===== config.mk =====
export PLATFORM = sky130hd
export DESIGN_NAME = q15_divider
export DESIGN_NICKNAME = d
export VERILOG_FILES = /design/src/rtl/q15_pkg.sv /design/src/rtl/q15_divider.sv
export SDC_FILE = /design/constraint.sdc
export NUM_CORES = 1
export LEC_CHECK = 0
export ABC_AREA = 1
export CAP_MARGIN = 0
export CORE_MARGIN = 8
export CORE_UTILIZATION = 55
export DETAILED_ROUTE_END_ITERATION = 8
export HOLD_SLACK_MARGIN = 0.06
export PLACE_DENSITY = 0.77
export SLEW_MARGIN = 5
export SYNTH_ARGS = -nofsm -noshare
export SYNTH_HDL_FRONTEND = slang
export SYNTH_SLANG_ARGS = --single-unit

===== constraint.sdc =====
create_clock -name clk -period 4.8 [get_ports clk]
set_input_delay 0.72 -clock clk [delete_from_list [all_inputs] [get_ports clk]]
set_output_delay 0.72 -clock clk [all_outputs]
set_load 0.02 [all_outputs]

===== src/rtl/q15_pkg.sv =====
// Shared Q1.15 definitions for the mult/complex_mult/divider family.
package q15_pkg;
  localparam int Q_W = 16;
  localparam logic signed [Q_W-1:0] Q_MAX = 16'sh7FFF;
  localparam logic signed [Q_W-1:0] Q_MIN = 16'sh8000;

  typedef enum logic [1:0] {DIV_IDLE, DIV_CALC, DIV_DONE} div_state_t;

  // Magnitude is one bit wider so |Q_MIN| = 0x8000 stays representable.
  function automatic logic [Q_W:0] q15_abs(input logic signed [Q_W-1:0] x);
    logic [Q_W:0] e;
    e = {x[Q_W-1], x};
    return x[Q_W-1] ? -e : e;
  endfunction
endpackage


===== src/rtl/q15_divider.sv =====
// Sequential signed Q1.(W-1) divider: quot = (num<<(W-1))/den, truncated toward zero, saturating.
// Radix-2 restoring division on magnitudes; trivial cases resolve in one cycle.
module q15_divider
  import q15_pkg::*;
#(
  parameter int W = Q_W
) (
  input  logic         clk,
  input  logic         reset_n,
  input  logic         in_valid,
  output logic         in_ready,
  input  logic [W-1:0] num,
  input  logic [W-1:0] den,
  output logic         out_valid,
  input  logic         out_ready,
  output logic [W-1:0] quot,
  output logic         sat,
  output logic         dbz
);
  localparam int CW = $clog2(W);
  localparam logic [W-1:0]  QMAX = {1'b0, {(W-1){1'b1}}};
  localparam logic [W-1:0]  QMIN = {1'b1, {(W-1){1'b0}}};
  localparam logic [CW-1:0] LAST = CW'(W-2);

  function automatic logic [W:0] mag(input logic [W-1:0] x);
    logic [W:0] e;
    e = {x[W-1], x};
    return x[W-1] ? -e : e;
  endfunction

  div_state_t    state, state_nx;
  logic [W:0]    rem, den_mag, num_mag_in, den_mag_in, rem_sh, rem_nx;
  logic [W-2:0]  q, q_nx;
  logic [CW-1:0] cnt;
  logic          sgn, sgn_in, ge, last, fast, fast_sat, fast_dbz;
  logic [W-1:0]  fast_quot;

  assign num_mag_in = mag(num);
  assign den_mag_in = mag(den);
  assign sgn_in     = num[W-1] ^ den[W-1];

  // Cases that need no iteration: divide-by-zero, zero dividend, |quotient| >= 1.
  always_comb begin
    fast      = 1'b1;
    fast_quot = '0;
    fast_sat  = 1'b0;
    fast_dbz  = 1'b0;
    if (den == '0) begin
      fast_dbz  = 1'b1;
      fast_quot = num[W-1] ? QMIN : ((num != '0) ? QMAX : '0);
    end else if (num == '0) begin
      fast_quot = '0;
    end else if (num_mag_in == den_mag_in) begin
      fast_quot = sgn_in ? QMIN : QMAX;
      fast_sat  = ~sgn_in;
    end else if (num_mag_in > den_mag_in) begin
      fast_quot = sgn_in ? QMIN : QMAX;
      fast_sat  = 1'b1;
    end else begin
      fast = 1'b0;
    end
  end

  // One restoring step; rem < den_mag <= 2^(W-1) so the shift fits in W+1 bits.
  always_comb begin
    rem_sh = rem << 1;
    ge     = (rem_sh >= den_mag);
    rem_nx = ge ? (rem_sh - den_mag) : rem_sh;
    q_nx   = {q[W-3:0], ge};
    last   = (cnt == LAST);
  end

  always_ff @(posedge clk or negedge reset_n) begin
    if (!reset_n) state <= DIV_IDLE;
    else          state <= state_nx;
  end

  always_comb begin
    state_nx = state;
    case (state)
      DIV_IDLE: if (in_valid) state_nx = fast ? DIV_DONE : DIV_CALC;
      DIV_CALC: if (last)     state_nx = DIV_DONE;
      DIV_DONE: if (out_ready) state_nx = DIV_IDLE;
      default:                state_nx = DIV_IDLE;
    endcase
  end

  always_comb begin
    in_ready  = (state == DIV_IDLE);
    out_valid = (state == DIV_DONE);
  end

  always_ff @(posedge clk or negedge reset_n) begin
    if (!reset_n) begin
      rem     <= '0;
      den_mag <= '0;
      q       <= '0;
      cnt     <= '0;
      sgn     <= 1'b0;
      quot    <= '0;
      sat     <= 1'b0;
      dbz     <= 1'b0;
    end else begin
      case (state)
        DIV_IDLE: if (in_valid) begin
          sgn     <= sgn_in;
          rem     <= num_mag_in;
          den_mag <= den_mag_in;
          q       <= '0;
          cnt     <= '0;
          if (fast) begin
            quot <= fast_quot;
            sat  <= fast_sat;
            dbz  <= fast_dbz;
          end
        end
        DIV_CALC: begin
          rem <= rem_nx;
          q   <= q_nx;
          cnt <= cnt + 1'b1;
          // q <= QMAX here, so negation cannot overflow.
          if (last) begin
            quot <= sgn ? -{1'b0, q_nx} : {1'b0, q_nx};
            sat  <= 1'b0;
            dbz  <= 1'b0;
          end
        end
        default: begin
        end
      endcase
    end
  end
endmodule


==> reports/metrics.cfg <==
[floorplanning]
rows=37
core_area_um2=10280
die_area_um2=14110
dieWidth_um=118.8
start_util_pct=56.54
die_h_um=118.8
io_pins=56

[detailed_routing]
vias=5488
ant_nets=0
route.detailed.drc=0
routed_wl_um=14750
vias_per_cell=5.434
detail_route.first_pass.iterations=5
drt_iter0_markers=369
wl_per_cell_um=14.60

[worst_setup_path]
start_kind=input pin
crit_path_frequent_cell=nand2_1
crit_fanout=15
critPathBufInv=3
cpPeakStageDelay_ns=0.42
crit_family=simple AND/OR/NAND/NOR gates
critPathCaptureType=flop
cp_slowest_cell=clkdlybuf4s50_1
path_cells=clkdlybuf4s50_1 > inv_1 > ha_1 > nand3_2 > nor3_2 > nand3_2 > o21ai_0 > xor2_1 > inv_1 > ha_1 > nand2_1 > nand2_1 > nand2_1 > nand2_1 > a21oi_2 > nand4_4 > nor2_2 > nor2_8 > nor2_8 > a21oi_1
worst_ep_arrival_time_ns=4.03
crit_type=input pin to flop
cp.required_ns=5.02

[logic_synthesis]
ys_seq_area_share_pct=31.01
synth_top_cell_by_area=dfrtp_1
yosys_register_bits=72
synth-edff-count=0
ys_types=48
ys_async_sr_fraction_pct=100.0
synth_warnings=0
synth_cells=821
synth_area_um2=5811
syn_nets=897
yosysTopAreaCellShare_pct=31.01
synth_area_leaders=dfrtp_1 31%, nand2_1 14%, ha_1 8.4%
synthFlopType=dfrtp_1
synth.avg_cell_area_um2=7.077

[placed_design]
gp_congestion=0.9960
place_hpwl_um=11430
port_buffers=55

[sta]
max_freq_ghz=0.2628
slew-limit-headroom_pct=44.08
setup_viol=0
fin_skew_ns=0.01515
min_period_ns=3.806
finalSetupTns_ns=0
slew_viol_final=0
tightest_slew_ns=0.8388
timing.final.crit_share_pct=79.28
hold_viol=0
rsz0062_at_grt=false

[clocking]
cts_buffers=9
cts_hold_buffers=0
cts_setup_buffers=0
cts_num_sinks=72
insertion_delay_ns=0.35
path_clk_slew_ns=0.08
cts_tree=yes
htreeDepth=3
cts_buffer_depth=2
root_buffer=clkbuf_8
postCtsResizedCells=0

[pwr]
p_leak_uw=0.003305
p_per_area_nw_per_um2=698.8
p_sw_share_pct=49.87
share_seq_of_total_power_pct=22.6
clkPwrFrac_pct=12.7
p_int_uw=2339
p_sw_uw=2327
power_frac_comb_pct=64.7
irDropWorstVdd_mv=0.3797

[layout]
drive_above_1_share_pct=8.581
num_antenna_cells=0
nets=945
final_common_cell=nand2_1
layout_common_cells=215 x nand2_1, 113 x inv_1, 75 x nor2_1
final_util_pct=64.97
area_delta_synth_final_pct=14.92

[job]
max-cap-violations=0

[global_route]
grt_antenna_before_repair=0
grt_pass1_vias=5478
gr-total-overflow=0
grt_pass1_wl_um=25470
grt_max_degree=39
grtUsageTotal_pct=21.53

[worst_hold_path]
min_path_type=input pin to asynchronous set/reset pin

[outcome]
status=completed

## registers in the layout, indices dropped and copies added (netlist names)
signal	flops
den_mag	17
quot	16
rem	16
q	14
cnt	4
state	2
dbz	1
sat	1
sgn	1
## kinds of logic after synthesis
| kind of cell | after synthesis | synth area share (%) |
|---|---|---|
| XOR/XNOR | 36 | 5.426 |
| AO/OA/AOI/OAI | 139 | 14.62 |
| AND/OR/NAND/NOR | 388 | 30.02 |
| flip-flops | 72 | 31.01 |
| adder cells (fa/ha/maj) | 40 | 8.743 |
| other | 2 | 0.1292 |
| buffers and inverters | 144 | 10.06 |
## metrics by stage
step | setup slack (ns) | power, µW | cell area (µm²) | hold WS (ns) | cells
2_1_floorplan | 1.481 | 3331 | 5811 | 0.4244 | 821
3_3_place_gp | 0.7806 | 3960 | 6434 | 0.4652 | 994
3_5_place_dp | 0.6573 | 4038 | 6434 | 0.4737 | 994
4_1_cts | 1.035 | 4654 | 6678 | 0.4817 | 1010
5_1_grt | 0.6716 | 5137 | 6678 | 0.5263 | 1010
6_report | 0.9945 | 4666 | 6678 | 0.4531 | 1010
## path summary, 6_finish.rpt
check	depth (start not counted)	endpoint	from	slack (ns)
setup reg to reg	20	quot[14]	rem[11]	1.36
hold / removal	1	den_mag[16]	reset_n	0.45
max in group asynchronous	2	den_mag[3]	reset_n	3.32
setup / recovery	20	quot[4]	den[0]	0.99
min in group clk	2	quot[15]	quot[15]	0.49
hold reg to reg	2	quot[15]	quot[15]	0.49
## power groups by stage
stage	clock network, µW	logic [µW]	registers, µW
3_3_place_gp	0	2910	1050
4_1_cts	599	3000	1050
3_5_place_dp	0	2980	1060
6_report	592	3020	1050
5_1_grt	625	3420	1090
2_1_floorplan	0	2230	1100
## synthesized netlist by cell type, types with 11 or more instances
library cell	instances
o21ai_0	50
nand4_1	11
a21oi_1	27
inv_1	113
o22ai_1	14
nand2_1	215
nor2_1	75
a21oi_2	11
dfrtp_1	72
ha_1	39
xnor2_1	15
xor2_1	21
nand3_1	44
## area by class of cell
class | count | area, µm²
Timing Repair Buffer | 60 | 583.1
Sequential cell | 72 | 1802
Inverter | 121 | 454.2
Multi-Input combinational cell | 605 | 3425
Clock inverter | 6 | 116.4
Tap cell | 136 | 170.2
Clock buffer | 10 | 127.6
Fill cell | 912 | 3600
## layer usage
| layer | vias to the layer above | wire length [µm] | global-route usage [%] |
|---|---|---|---|
| li1 | 2736 | - | - |
| met5 | - | 0 | 0 |
| met2 | 195 | 6702 | 34.58 |
| met3 | 17 | 878 | 3.379 |
| met1 | 2540 | 6917 | 28.57 |
| met4 | 0 | 247 | 8.221 |
Power figures use the tool's default switching activity.
